--- config.mk ---
export PLATFORM = sky130hd
export DESIGN_NAME = param_tensor_stream_source
export DESIGN_NICKNAME = d
export VERILOG_FILES = /design/src/rtl/param_tensor_stream_source.sv
export SDC_FILE = /design/constraint.sdc
export NUM_CORES = 1
export LEC_CHECK = 0
export ABC_CLOCK_PERIOD_IN_PS = 4000
export BUFFER_PORTS_ARGS = -buffer_cell sky130_fd_sc_hd__buf_2
export CAP_MARGIN = 20
export CORE_MARGIN = 2
export CORE_UTILIZATION = 61
export DETAILED_ROUTE_END_ITERATION = 8
export GPL_TIMING_DRIVEN = 0
export PLACE_DENSITY = 0.82
export SLEW_MARGIN = 30
export SYNTH_ARGS = -nofsm -noshare
export SYNTH_HDL_FRONTEND = slang
export SYNTH_SLANG_ARGS = --single-unit
--- constraint.sdc ---
create_clock -name clk -period 4 [get_ports clk]
set_clock_uncertainty 0.05 [all_clocks]
set_input_delay 0.4 -clock clk [delete_from_list [all_inputs] [get_ports clk]]
set_output_delay 0.4 -clock clk [all_outputs]
set_load 0.02 [all_outputs]
--- src/rtl/param_tensor_stream_source.sv ---
// Streams a stored tensor from a registered parameter ROM onto a valid/ready bus, REPEAT passes per start.
// Optional feature macro: PARAM_SOURCE_LAST_EN adds data_out_last (end-of-pass flag).
module param_tensor_stream_source #(
  parameter int DATA_PRECISION_0  = 16,
  parameter int TENSOR_SIZE_DIM_0 = 32,
  parameter int TENSOR_SIZE_DIM_1 = 1,
  parameter int PARALLELISM_DIM_0 = 4,
  parameter int PARALLELISM_DIM_1 = 1,
  parameter int REPEAT            = 1,
  parameter int CONTINUOUS        = 0,
  parameter int ROM_LATENCY       = 2,
  parameter int FIFO_DEPTH        = ROM_LATENCY + 2,
  localparam int NPAR  = PARALLELISM_DIM_0 * PARALLELISM_DIM_1,
  localparam int DEPTH = (TENSOR_SIZE_DIM_0 / PARALLELISM_DIM_0) * (TENSOR_SIZE_DIM_1 / PARALLELISM_DIM_1),
  localparam int W     = NPAR * DATA_PRECISION_0,
  localparam int AW    = $clog2(DEPTH) + 1
) (
  input  logic                        clk,
  input  logic                        rst,
  input  logic                        start,
  output logic                        busy,
  output logic [AW-1:0]               rom_addr,
  output logic                        rom_ce,
  input  logic [W-1:0]                rom_q,
  output logic [DATA_PRECISION_0-1:0] data_out [NPAR],
  output logic                        data_out_valid,
`ifdef PARAM_SOURCE_LAST_EN
  output logic                        data_out_last,
`endif
  input  logic                        data_out_ready
);
  // Handshake: a beat transfers on a rising clk edge with data_out_valid && data_out_ready;
  // while valid is high and ready low, data_out (and data_out_last) hold their value.

  localparam int PW = (FIFO_DEPTH > 1) ? $clog2(FIFO_DEPTH) : 1;
  localparam int CW = $clog2(FIFO_DEPTH + 1);
  localparam int RW = (REPEAT > 1) ? $clog2(REPEAT) : 1;

  typedef enum logic [1:0] {S_IDLE = 2'd0, S_RUN = 2'd1, S_DRAIN = 2'd2} state_e;

  state_e            state_q, state_d;
  logic [AW-1:0]     addr_q, addr_d;
  logic [RW-1:0]     pass_q, pass_d;
  logic [ROM_LATENCY-1:0] tag_q, tag_d;
  logic [W-1:0]      fifo_mem_q [FIFO_DEPTH];
  logic [W-1:0]      fifo_mem_d [FIFO_DEPTH];
  logic [PW-1:0]     wr_ptr_q, wr_ptr_d, rd_ptr_q, rd_ptr_d;
  logic [CW-1:0]     fifo_count_q, fifo_count_d;
  logic              issue, last_fetch, addr_at_end, pass_at_end;
  logic              fifo_push, fifo_pop, head_valid;
  int                in_flight;
`ifdef PARAM_SOURCE_LAST_EN
  logic [ROM_LATENCY-1:0] tag_last_q, tag_last_d;
  logic              fifo_last_q [FIFO_DEPTH];
  logic              fifo_last_d [FIFO_DEPTH];
`endif

  function automatic logic [PW-1:0] ptr_inc(input logic [PW-1:0] p);
    return (p == PW'(FIFO_DEPTH - 1)) ? '0 : p + 1'b1;
  endfunction

  // Fetch credit counts in-flight reads so every returning ROM word has a FIFO slot.
  always_comb begin
    in_flight = 0;
    for (int i = 0; i < ROM_LATENCY; i++) in_flight = in_flight + int'(tag_q[i]);
    head_valid  = (fifo_count_q != '0);
    issue       = (state_q == S_RUN) && ((int'(fifo_count_q) + in_flight) < FIFO_DEPTH);
    addr_at_end = (addr_q == AW'(DEPTH - 1));
    pass_at_end = (pass_q == RW'(REPEAT - 1));
    last_fetch  = issue && addr_at_end && pass_at_end && (CONTINUOUS == 0);
    fifo_push   = tag_q[ROM_LATENCY-1];
    fifo_pop    = head_valid && data_out_ready;

    addr_d = addr_q;
    pass_d = pass_q;
    if (issue) begin
      addr_d = addr_at_end ? '0 : addr_q + 1'b1;
      if (addr_at_end) pass_d = pass_at_end ? '0 : pass_q + 1'b1;
    end

    tag_d[0] = issue;
    for (int i = 1; i < ROM_LATENCY; i++) tag_d[i] = tag_q[i-1];

    fifo_mem_d = fifo_mem_q;
    if (fifo_push) fifo_mem_d[wr_ptr_q] = rom_q;
    wr_ptr_d = fifo_push ? ptr_inc(wr_ptr_q) : wr_ptr_q;
    rd_ptr_d = fifo_pop  ? ptr_inc(rd_ptr_q) : rd_ptr_q;
    fifo_count_d = fifo_count_q;
    if (fifo_push && !fifo_pop)      fifo_count_d = fifo_count_q + CW'(1);
    else if (!fifo_push && fifo_pop) fifo_count_d = fifo_count_q - CW'(1);

`ifdef PARAM_SOURCE_LAST_EN
    tag_last_d[0] = issue && addr_at_end;
    for (int i = 1; i < ROM_LATENCY; i++) tag_last_d[i] = tag_last_q[i-1];
    fifo_last_d = fifo_last_q;
    if (fifo_push) fifo_last_d[wr_ptr_q] = tag_last_q[ROM_LATENCY-1];
`endif
  end

  // FSM: state register
  always_ff @(posedge clk) begin
    if (!rst) state_q <= S_IDLE;
    else      state_q <= state_d;
  end

  // FSM: next state; DRAIN leaves as soon as the final beat is handshaken
  always_comb begin
    state_d = state_q;
    case (state_q)
      S_IDLE:  if (start) state_d = S_RUN;
      S_RUN:   if (last_fetch) state_d = S_DRAIN;
      S_DRAIN: if ((fifo_count_d == '0) && (tag_d == '0)) state_d = S_IDLE;
      default: state_d = S_IDLE;
    endcase
  end

  // FSM: outputs
  always_comb begin
    busy     = (state_q != S_IDLE);
    rom_ce   = 1'b1;
    rom_addr = addr_q;
  end

  always_ff @(posedge clk) begin
    if (!rst) begin
      addr_q       <= '0;
      pass_q       <= '0;
      tag_q        <= '0;
      wr_ptr_q     <= '0;
      rd_ptr_q     <= '0;
      fifo_count_q <= '0;
    end else begin
      addr_q       <= addr_d;
      pass_q       <= pass_d;
      tag_q        <= tag_d;
      wr_ptr_q     <= wr_ptr_d;
      rd_ptr_q     <= rd_ptr_d;
      fifo_count_q <= fifo_count_d;
    end
  end

  // Payload storage needs no reset: outputs are gated by head_valid.
  always_ff @(posedge clk) begin
    fifo_mem_q <= fifo_mem_d;
  end

  always_comb begin
    data_out_valid = head_valid;
    for (int j = 0; j < NPAR; j++)
      data_out[j] = head_valid ? fifo_mem_q[rd_ptr_q][DATA_PRECISION_0*j +: DATA_PRECISION_0] : '0;
  end

`ifdef PARAM_SOURCE_LAST_EN
  always_ff @(posedge clk) begin
    if (!rst) tag_last_q <= '0;
    else      tag_last_q <= tag_last_d;
  end

  always_ff @(posedge clk) begin
    fifo_last_q <= fifo_last_d;
  end

  always_comb begin
    data_out_last = head_valid ? fifo_last_q[rd_ptr_q] : 1'b0;
  end
`endif

  fifo_no_overflow: assert property (@(posedge clk) disable iff (!rst)
    !(fifo_push && !fifo_pop && (fifo_count_q == CW'(FIFO_DEPTH))));

endmodule

==> results.ini, run 1 <==
[power]
p_comb_share_pct = 29.9
power.switching_mw = 2.353
switching_share_pct = 30.56
power_mw = 7.699
worst_ir_drop_vdd_mv = 0.5197
sequentialPowerShare_pct = 41.7
powerDensity_nw_per_um2 = 622.7
intPower_mw = 5.346
power.share.clock_pct = 28.4
p_leak_nw = 4.301

[place]
place_ws_ps = 969.9
placedCellCount = 872
port_buffers = 137
place_congestion = 0.7203
place_hpwl_um = 12030

[synth]
yosysSeqAreaShare_pct = 75.92
synth_commonest_cells = 256 x edfxtp_1, 70 x and2_1, 64 x mux4_2
synth.most_common_cell = edfxtp_1
synth_area_leaders = edfxtp_1 73%, mux4_2 14%, and2_1 4.2%
synth.cell_area_sq_um = 10520
synth_seq_cells = 271
synthesis.instances = 506
synth_top_area_share_pct = 73.06
yosysWarnings = 0
syn_nets = 584
yosysUniqueCellTypes = 39
synth_ff_type = edfxtp_1
yosysTopAreaCell = edfxtp_1
ys_async_sr_fraction_pct = 0
avgSynthCellArea_sq_um = 20.79
synth_edf_count = 256

[route]
vias_per_cell = 5.736
drt_iter0_markers = 293
drc = 0
firstDrtPassIters = 4
finalWirelength_um = 19540
ant_nets = 0
vias = 5277
wl_per_cell_um = 21.24

[clocking]
cts_tree = yes
cts.sinks = 271
clock_path_buffers = 3
numCtsBuffers = 27
postCtsSetupBuffers = 0
htreeDepth = 1
clock_latency_ps = 520
cts_resized = 0
postCtsHoldBufs = 0
cts_root_buffer = clkbuf_16
path_clk_slew_ps = 60

[grt]
antenna_found_initial = 2
first_global_vias = 5576
grt_pass1_wl_um = 30020
overflow = 0
grt_max_degree = 39
grtUsageTotal_pct = 21.87

[cells_and_area]
area_growth_pct = 17.52
fin_nets = 754
final_cells = 920
n_fill_cell = 1036
layout-drive-gt1-share_pct = 37.37
final_util_pct = 72.49

[die]
core_area_sq_um = 17060
dieArea_sq_um = 18310
die_h_um = 135.3
ios = 139
dieWidth_um = 135.3
placementRows = 48
start_util_pct = 61.69

[sta]
fin_crit_ps = 3577
finalMaxSlewViolations = 0
grt_setup_unrepaired = no
clock.fmax_mhz = 279.5
period_share_pct = 89.44
fin_ws_ps = 422.6
tns_ps = 0
worst_slew_pin_slew_ps = 638.4
hold_viol = 0
setup_viol = 0
relSlewSlack_pct = 57.44

[critical_path]
cpPeakStageDelay_ps = 560
required_ps = 3550
crit_type = flip-flop to output port
cp_top_family = buffers and inverters
r2r-start = fifo_count_q[1]
slowest_stage = dfxtp_1
cp_cell_sequence = inv_1 -> ha_1 -> nand2b_1 -> clkbuf_1 -> clkbuf_1 -> clkbuf_1 -> and2_1 -> buf_2
arrival_ps = 3130
path_buf_inv = 5
reg2reg_to = rd_ptr_q[1]
setup.worst_path.end_class = output port
regToRegSetupSlack_ps = 1790
critical_path.startpoint_type = flip-flop
critPathMaxFanout = 10
critPathMostFrequentCell = clkbuf_1
r2r_cells = 7

[hold_path]
min_to = fifo_mem_q[31]
worstHoldStart = rom_q[31]
holdPathStages = 1
hold_path.class = input port to flip-flop

[flow_run]
maxCapViolations = 0

[status]
outcome = completed

cells by family (layout without fill, tap and decap cells):
kind of cell | Yosys count | in the layout | synth area share, %
buffers and inverters | 34 | 221 | 1.415
xor gates and xnor gates | 3 | 3 | 0.2498
AOI/OAI and AO/OA | 16 | 16 | 1.296
DFF | 271 | 271 | 75.92
other | 1 | 3 | 0.03564
and+or+nand+nor | 104 | 104 | 5.910
muxes | 67 | 67 | 13.99
adders and majority gates | 10 | 10 | 1.189
area by class of cell:
type	count	area, sq um	area share [%]
Tap cell	225	281.5	2.277
Clock inverter	8	41.29	0.3339
Clock buffer	38	716.9	5.798
Timing Repair Buffer	141	788.3	6.375
Buffer	27	122.6	0.9917
Antenna cell	2	5.005	0.04048
Sequential cell	271	7988	64.60
Inverter	7	26.28	0.2125
Multi-Input combinational cell	201	2395	19.37
layout by cell type, fill, tap and decap left out, types with 2 or more instances in the layout:
cell	instances
a21o_1	2
a21oi_1	4
and2_1	66
and2_4	4
and3_1	3
buf_16	3
buf_2	145
buf_4	3
clkbuf_1	26
clkbuf_16	27
clkinv_1	2
clkinv_2	5
dfxtp_1	15
diode_2	2
edfxtp_1	256
ha_1	10
inv_1	7
mux2i_1	3
mux4_2	64
nand2_1	6
nand2b_1	3
nand3_1	2
nand4_1	2
nor2_1	9
nor4_1	2
xnor2_1	3
metal layers:
metal	global-route usage [%]	vias up	wire (um)	share of wire, %
met2	38.16	155	10320	53
met4	4.630	2	351	1.8
met3	4.377	32	1155	5.9
met1	29.17	2731	7703	39
li1	-	2357	-	-
met5	0	-	7	0.036
sequential cells by signal (all words and copies together), names as in the netlist:
register,cells
fifo_mem_q,256
rom_addr,4
fifo_count_q,3
rd_ptr_q,2
state_q,2
tag_q,2
wr_ptr_q,2
power by group through the flow:
stage / clock [mW] / sequential, mW / combinational, mW
detailed placement: 0 / 3.27 / 2.32
global placement: 0 / 3.27 / 2.27
finish: 2.19 / 3.21 / 2.30
CTS: 2.23 / 3.21 / 2.34
floorplan: 0 / 3.26 / 1.58
global route: 2.32 / 3.22 / 2.49
worst max path at each step:
stage / start / end / slack [ps] / cells after the start
floorplan: tag_q[1] / fifo_mem_q[192] / 1280 / 3
global placement: tag_q[1] / fifo_mem_q[144] / 110 / 3
detailed placement: fifo_count_q[1] / data_out[20] / 970 / 8
CTS: fifo_count_q[1] / data_out[20] / 390 / 8
global route: fifo_count_q[1] / data_out[45] / 210 / 8
finish: fifo_count_q[1] / data_out[35] / 420 / 8
metrics by stage:
stage | area (sq um) | hold slack (ps)
global placement | 11490 | 396.8
finish | 12360 | 36.84
detailed placement | 11600 | 411.0
global route | 12360 | 28.30
CTS | 12360 | 21.66
floorplan | 10520 | 381.1
Power figures use the tool's default switching activity.
==> run 2: changes to the inputs <==
==> constraint.sdc (replaced) <==
create_clock -name clk -period 4 [get_ports clk]
set_clock_uncertainty 0.05 [all_clocks]
set_input_delay 0.2 -clock clk [delete_from_list [all_inputs] [get_ports clk]]
set_output_delay 0.2 -clock clk [all_outputs]
set_load 0.02 [all_outputs]
==> run 2 against run 1 <==
  * Sequential share of layout area shrank 3.3 points
  * Fmax grew 5.7%
  * Cell count grew 7.0%
  * Via count grew 5.3%
  * Critical endpoint unchanged
==> results.ini, run 2 (same netlist as run 1, synthesis figures left out) <==
[cells_and_area]
area_growth_pct = 23.75  ; was 17.52%
layout-drive-gt1-share_pct = 34.12  ; was 37.37%
multi_input_area_sq_um = 2395  ; unchanged
final_cell_mix = 256 x edfxtp_1, 145 x buf_2, 66 x and2_1, 66 x dlygate4sd3_1, 64 x mux4_2  ; was 256 x edfxtp_1, 145 x buf_2, 66 x and2_1, 64 x mux4_2, 27 x clkbuf_16
antenna_cells = 0  ; was 2
layout_commonest_cell = edfxtp_1  ; unchanged
final_cells = 984  ; was 920
design_area_sq_um = 13020  ; was 12360 sq um
final_util_pct = 76.34  ; was 72.49%
fin_nets = 820  ; was 754
n_fill_cell = 949  ; was 1036
regArea_sq_um = 7988  ; unchanged
largest_register_ffs = 256  ; unchanged
top_register = fifo_mem_q  ; unchanged

[route]
vias = 5559  ; was 5277
wl_met1_um = 8257  ; was 7703 um
firstDrtPassIters = 5  ; was 4
finalWirelength_um = 21240  ; was 19540 um
top_layer = met4  ; was met5
wl_met3_um = 1163  ; was 1155 um
drt_iter0_markers = 356  ; was 293
wl_met2_um = 11420  ; was 10320 um
wl_per_cell_um = 21.58  ; was 21.24 um
drc = 0  ; unchanged
ant_nets = 0  ; unchanged
vias_per_cell = 5.649  ; was 5.736

[clocking]
cts_tree = yes  ; unchanged
htreeDepth = 1  ; unchanged
clock_latency_ps = 520  ; about the same
cts.sinks = 271  ; unchanged
numCtsBuffers = 27  ; unchanged
path_clk_slew_ps = 60  ; about the same
clock_path_buffers = 3  ; unchanged
cts_root_buffer = clkbuf_16  ; unchanged

[die]
placementRows = 48  ; unchanged
core_area_sq_um = 17060  ; unchanged
start_util_pct = 61.69  ; unchanged
die_h_um = 135.3  ; unchanged
ios = 139  ; unchanged
dieWidth_um = 135.3  ; unchanged
dieArea_sq_um = 18310  ; unchanged

[hold_path]
hold_path.class = input port to flip-flop  ; unchanged

[grt]
grtUsageTotal_pct = 24.00  ; was 21.87%
antenna_found_initial = 0  ; was 2
grt_max_degree = 39  ; unchanged
grt_pass1_wl_um = 32930  ; was 30020 um
first_global_vias = 5997  ; was 5576
overflow = 0  ; unchanged

[sta]
relSlewSlack_pct = 55.46  ; was 57.44%
tns_ps = 0  ; unchanged
hold_slack_ps = 118.9  ; was 36.84 ps
clock.fmax_mhz = 295.4  ; was 279.5 MHz
period_share_pct = 84.64  ; was 89.44%
setup_viol = 0  ; unchanged
finalMaxSlewViolations = 0  ; unchanged
grt_setup_unrepaired = no  ; unchanged
fin_ws_ps = 614.6  ; was 422.6 ps
fin_crit_ps = 3385  ; was 3577 ps
hold_viol = 0  ; unchanged
worst_slew_pin_slew_ps = 668.1  ; was 638.4 ps

[power]
p_leak_nw = 4.577  ; was 4.301 nW
sequentialPowerShare_pct = 41.3  ; was 41.7%
switching_share_pct = 30.77  ; was 30.56%
p_comb_share_pct = 30.4  ; was 29.9%
powerDensity_nw_per_um2 = 598.0  ; was 622.7 nW/um^2
worst_ir_drop_vdd_mv = 0.4976  ; was 0.5197 mV
power.switching_mw = 2.395  ; was 2.353 mW
intPower_mw = 5.390  ; was 5.346 mW
power.share.clock_pct = 28.4  ; about the same
power_mw = 7.786  ; was 7.699 mW

[place]
placedCellCount = 872  ; unchanged
place_area_sq_um = 11600  ; unchanged
place_hpwl_um = 12030  ; unchanged
place_congestion = 0.7203  ; unchanged
place_ws_ps = 1170  ; was 969.9 ps
port_buffers = 137  ; unchanged

[critical_path]
setup.worst_path.end_class = output port  ; unchanged
slowest_stage = dfxtp_1  ; unchanged
arrival_ps = 3140  ; was 3130 ps
critical_path.startpoint_type = flip-flop  ; unchanged
cpPeakStageDelay_ps = 560  ; about the same
critPathMaxFanout = 10  ; unchanged
cp_top_family = buffers and inverters  ; unchanged
path_buf_inv = 5  ; unchanged
cp_cell_sequence = inv_1 -> ha_1 -> nand2b_1 -> clkbuf_1 -> clkbuf_1 -> clkbuf_1 -> and2_1 -> buf_2  ; unchanged
crit_type = flip-flop to output port  ; unchanged
critPathMostFrequentCell = clkbuf_1  ; unchanged
required_ps = 3750  ; was 3550 ps

[flow_run]
maxCapViolations = 0  ; unchanged

[status]
outcome = completed  ; unchanged

## run 2: changes by cell type in the layout (fill, tap and decap cells not counted)
cell and change:
diode_2 -2, dlygate4sd3_1 +66
## run 2: final cells by class
type                       count  area share (%)
clock buffer                  38           5.506
multi-input combinational    201           18.39
inverter                       7          0.2018
clock inverter                 8          0.3171
timing repair buffer         207           11.13
buffer                        27          0.9418
sequential                   271           61.35
tap                          225           2.162
## run 2: repair_timing
action	in CTS	in global routing
buffers inserted	0	0
gates resized for setup	0	0
hold buffers	66	0
hold endpoints to repair	261	0
## run 2: tightest hold or removal path: cells and delay by family
kind / cells / cell delay, ps
buffers and inverters: 2 / 280
AO/OA/AOI/OAI: 1 / 50
AND/OR/NAND/NOR: 1 / 100
## run 2: per-layer routing
layer,vias up,GRT usage (%)
li1,2492,-
met1,2831,32.04
met2,202,42.16
met3,34,4.040
met4,0,5.671
met5,-,0
## run 2: power groups by stage
stage	Combinational [mW]	Clock (mW)	Sequential (mW)
after floorplan	1.58	0	3.26
after global placement	2.27	0	3.27
after detailed placement	2.32	0	3.27
after CTS	2.39	2.23	3.21
after global routing	2.56	2.34	3.22
final	2.36	2.21	3.21
## run 2: final timing paths
kind	slack, ps	depth (start not counted)	from	endpoint
worst max-delay path	610	8	fifo_count_q[1]	data_out[35]
worst min-delay path	120	4	data_out_ready	rd_ptr_q[1]
worst max register to register	1790	7	fifo_count_q[1]	rd_ptr_q[1]
worst min register to register	410	1	state_q[1]	state_q[0]
==> run 3: changes to the inputs <==
Settings changed: ABC_CLOCK_PERIOD_IN_PS 4000 to 3500, CORE_UTILIZATION 61 to 57, PLACE_DENSITY 0.82 to 0.77.
Clock period 4 ns to 3.5 ns, I/O delays scaled along.
==> run 3 against run 2 <==
  * Global-route usage decreased by 3.5 points
  * Via count fell by 0.16%
  * Flip-flop and latch count unchanged
  * Setup slack got worse by 330 ps
  * Largest power group unchanged
  * Hold slack worse by 30 ps
  * Critical path type unchanged
  * Register-to-register slack worse by 440 ps
  * Largest cell class unchanged
  * Count of clock-buffer cells in the layout shrank 6
==> results.ini, run 3 (same netlist as run 1, synthesis figures left out) <==
[power]
worst_ir_drop_vdd_mv = 0.5665  ; was 0.4976 mV
powerDensity_nw_per_um2 = 686.0  ; was 598.0 nW/um^2
p_leak_nw = 4.594  ; was 4.577 nW
power_mw = 8.950  ; was 7.786 mW

[critical_path]
required_ps = 3270  ; was 3750 ps
setup.worst_path.end_class = output port  ; unchanged
critPathMostFrequentCell = clkbuf_1  ; unchanged
crit_type = flip-flop to output port  ; unchanged
cpPeakStageDelay_ps = 530  ; was 560 ps
slowest_stage = dfxtp_1  ; unchanged
critPathMaxFanout = 10  ; unchanged
critical_path.startpoint_type = flip-flop  ; unchanged
arrival_ps = 2990  ; was 3140 ps
cp_cell_sequence = inv_1 -> ha_1 -> nand2b_1 -> clkbuf_1 -> clkbuf_2 -> clkbuf_1 -> and2_1 -> buf_2  ; was inv_1 -> ha_1 -> nand2b_1 -> clkbuf_1 -> clkbuf_1 -> clkbuf_1 -> and2_1 -> buf_2

[route]
ant_nets = 0  ; unchanged
wl_per_cell_um = 20.19  ; was 21.58 um
vias = 5550  ; was 5559
drt_iter0_markers = 281  ; was 356
firstDrtPassIters = 4  ; was 5
vias_per_cell = 5.600  ; was 5.649
finalWirelength_um = 20010  ; was 21240 um
drc = 0  ; unchanged

[clocking]
cts_root_buffer = clkbuf_16  ; unchanged
htreeDepth = 1  ; unchanged
path_clk_slew_ps = 60  ; about the same
numCtsBuffers = 27  ; unchanged
cts_tree = yes  ; unchanged
clock_latency_ps = 520  ; about the same
cts.sinks = 271  ; unchanged
clock_path_buffers = 3  ; unchanged

[cells_and_area]
layout_commonest_cell = edfxtp_1  ; unchanged
final_cell_mix = 256 x edfxtp_1, 145 x buf_2, 67 x dlygate4sd3_1, 66 x and2_1, 64 x mux4_2  ; was 256 x edfxtp_1, 145 x buf_2, 66 x and2_1, 66 x dlygate4sd3_1, 64 x mux4_2
n_fill_cell = 1090  ; was 949
final_cells = 991  ; was 984
layout-drive-gt1-share_pct = 34.43  ; was 34.12%
area_growth_pct = 24.01  ; was 23.75%
largest_register_ffs = 256  ; unchanged
fin_nets = 821  ; was 820
top_register = fifo_mem_q  ; unchanged

[grt]
first_global_vias = 6028  ; was 5997
grt_use_met1_pct = 26.28  ; was 32.04%
antenna_found_initial = 1  ; was 0
grt_max_degree = 40  ; was 39
overflow = 0  ; unchanged
met2_usage_pct = 36.07  ; was 42.16%
grt_pass1_wl_um = 31500  ; was 32930 um
grtUsageTotal_pct = 20.55  ; was 24.00%
grt.busiest_layer = met2  ; unchanged
met3_usage_pct = 4.439  ; was 4.040%

[die]
core_area_sq_um = 18020  ; was 17060 sq um
ios = 139  ; unchanged
start_util_pct = 58.37  ; was 61.69%
die_h_um = 139.9  ; was 135.3 um
dieWidth_um = 139.9  ; was 135.3 um
dieArea_sq_um = 19560  ; was 18310 sq um
placementRows = 49  ; was 48

[place]
port_buffers = 137  ; unchanged
place_congestion = 0.7483  ; was 0.7203
place_hpwl_um = 11880  ; was 12030 um
placedCellCount = 876  ; was 872

[sta]
relSlewSlack_pct = 56.93  ; was 55.46%
worst_slew_pin_slew_ps = 646.1  ; was 668.1 ps
hold_viol = 0  ; unchanged
setup_viol = 0  ; unchanged
period_share_pct = 91.79
finalMaxSlewViolations = 0  ; unchanged
clock.fmax_mhz = 311.3
fin_crit_ps = 3213

[status]
outcome = completed  ; unchanged

[hold_path]
hold_path.class = input port to flip-flop  ; unchanged

[flow_run]
maxCapViolations = 0  ; unchanged

## run 3: changes by cell type in the layout (fill, tap and decap cells not counted), sizes merged
cell and change:
clkinv +6, diode +1, bufinv +1, dlygate4sd3 +1, clkbuf -6
## run 3: cell type report
| type | instances | area, sq um | area share [%] |
|---|---|---|---|
| Timing Repair Buffer | 208 | 1436 | 11.01 |
| Antenna cell | 1 | 2.502 | 0.01918 |
| Sequential cell | 271 | 7988 | 61.22 |
| Inverter | 7 | 26.28 | 0.2014 |
| Tap cell | 229 | 286.5 | 2.196 |
| Multi-Input combinational cell | 201 | 2395 | 18.35 |
| Buffer | 27 | 123.9 | 0.9494 |
| Clock inverter | 15 | 95.09 | 0.7288 |
| Clock buffer | 32 | 694.4 | 5.322 |
## run 3: metal layers
layer,wire length (um),vias to the layer above
met5,0,-
met4,424,0
met3,1336,41
met2,10360,208
met1,7894,2804
li1,-,2497
## run 3: worst paths after layout
path                                      start           end  slack [ps]  depth (start not counted)
worst max-delay path            fifo_count_q[1]  data_out[40]         290                          8
worst min register to register         tag_q[0]      tag_q[1]         450                          1
worst min-delay path             data_out_ready   rd_ptr_q[1]          90                          4
worst max register to register  fifo_count_q[0]    state_q[0]        1350                          5
## run 3: worst max-delay path: cells and delay by family (launching register included)
kind	cells	cell delay (ps)
fa+ha+maj	1	230
buf+inv	5	1390
flops	1	530
simple gates	2	300
## run 3: stage by stage
step	TNS, ps	utilization, %	hold slack [ps]	worst slack, ps	area (sq um)
floorplan	0	-	223.9	777.0	10520
global placement	-106270	63.77	333.7	-423.0	11490
detailed placement	0	64.26	341.9	656.8	11580
CTS	0	72.37	66.12	73.63	13040
global route	-19.06	72.39	99.31	-19.06	13050
finish	0	72.39	88.92	287.3	13050
## run 3: repair_timing
action / CTS / global route
hold buffers: 67 / 0
hold endpoints to repair: 261 / 0
gates resized for setup: 0 / 2
setup buffers: 0 / 0
endpoints found under the setup margin: 0 / 40
## run 3: power by group
group / internal [mW] / switching [mW] / leakage, nW
registers: 3.62 / 0.0490 / 2.43
clock network: 1.48 / 1.11 / 0.392
logic: 1.12 / 1.57 / 1.77
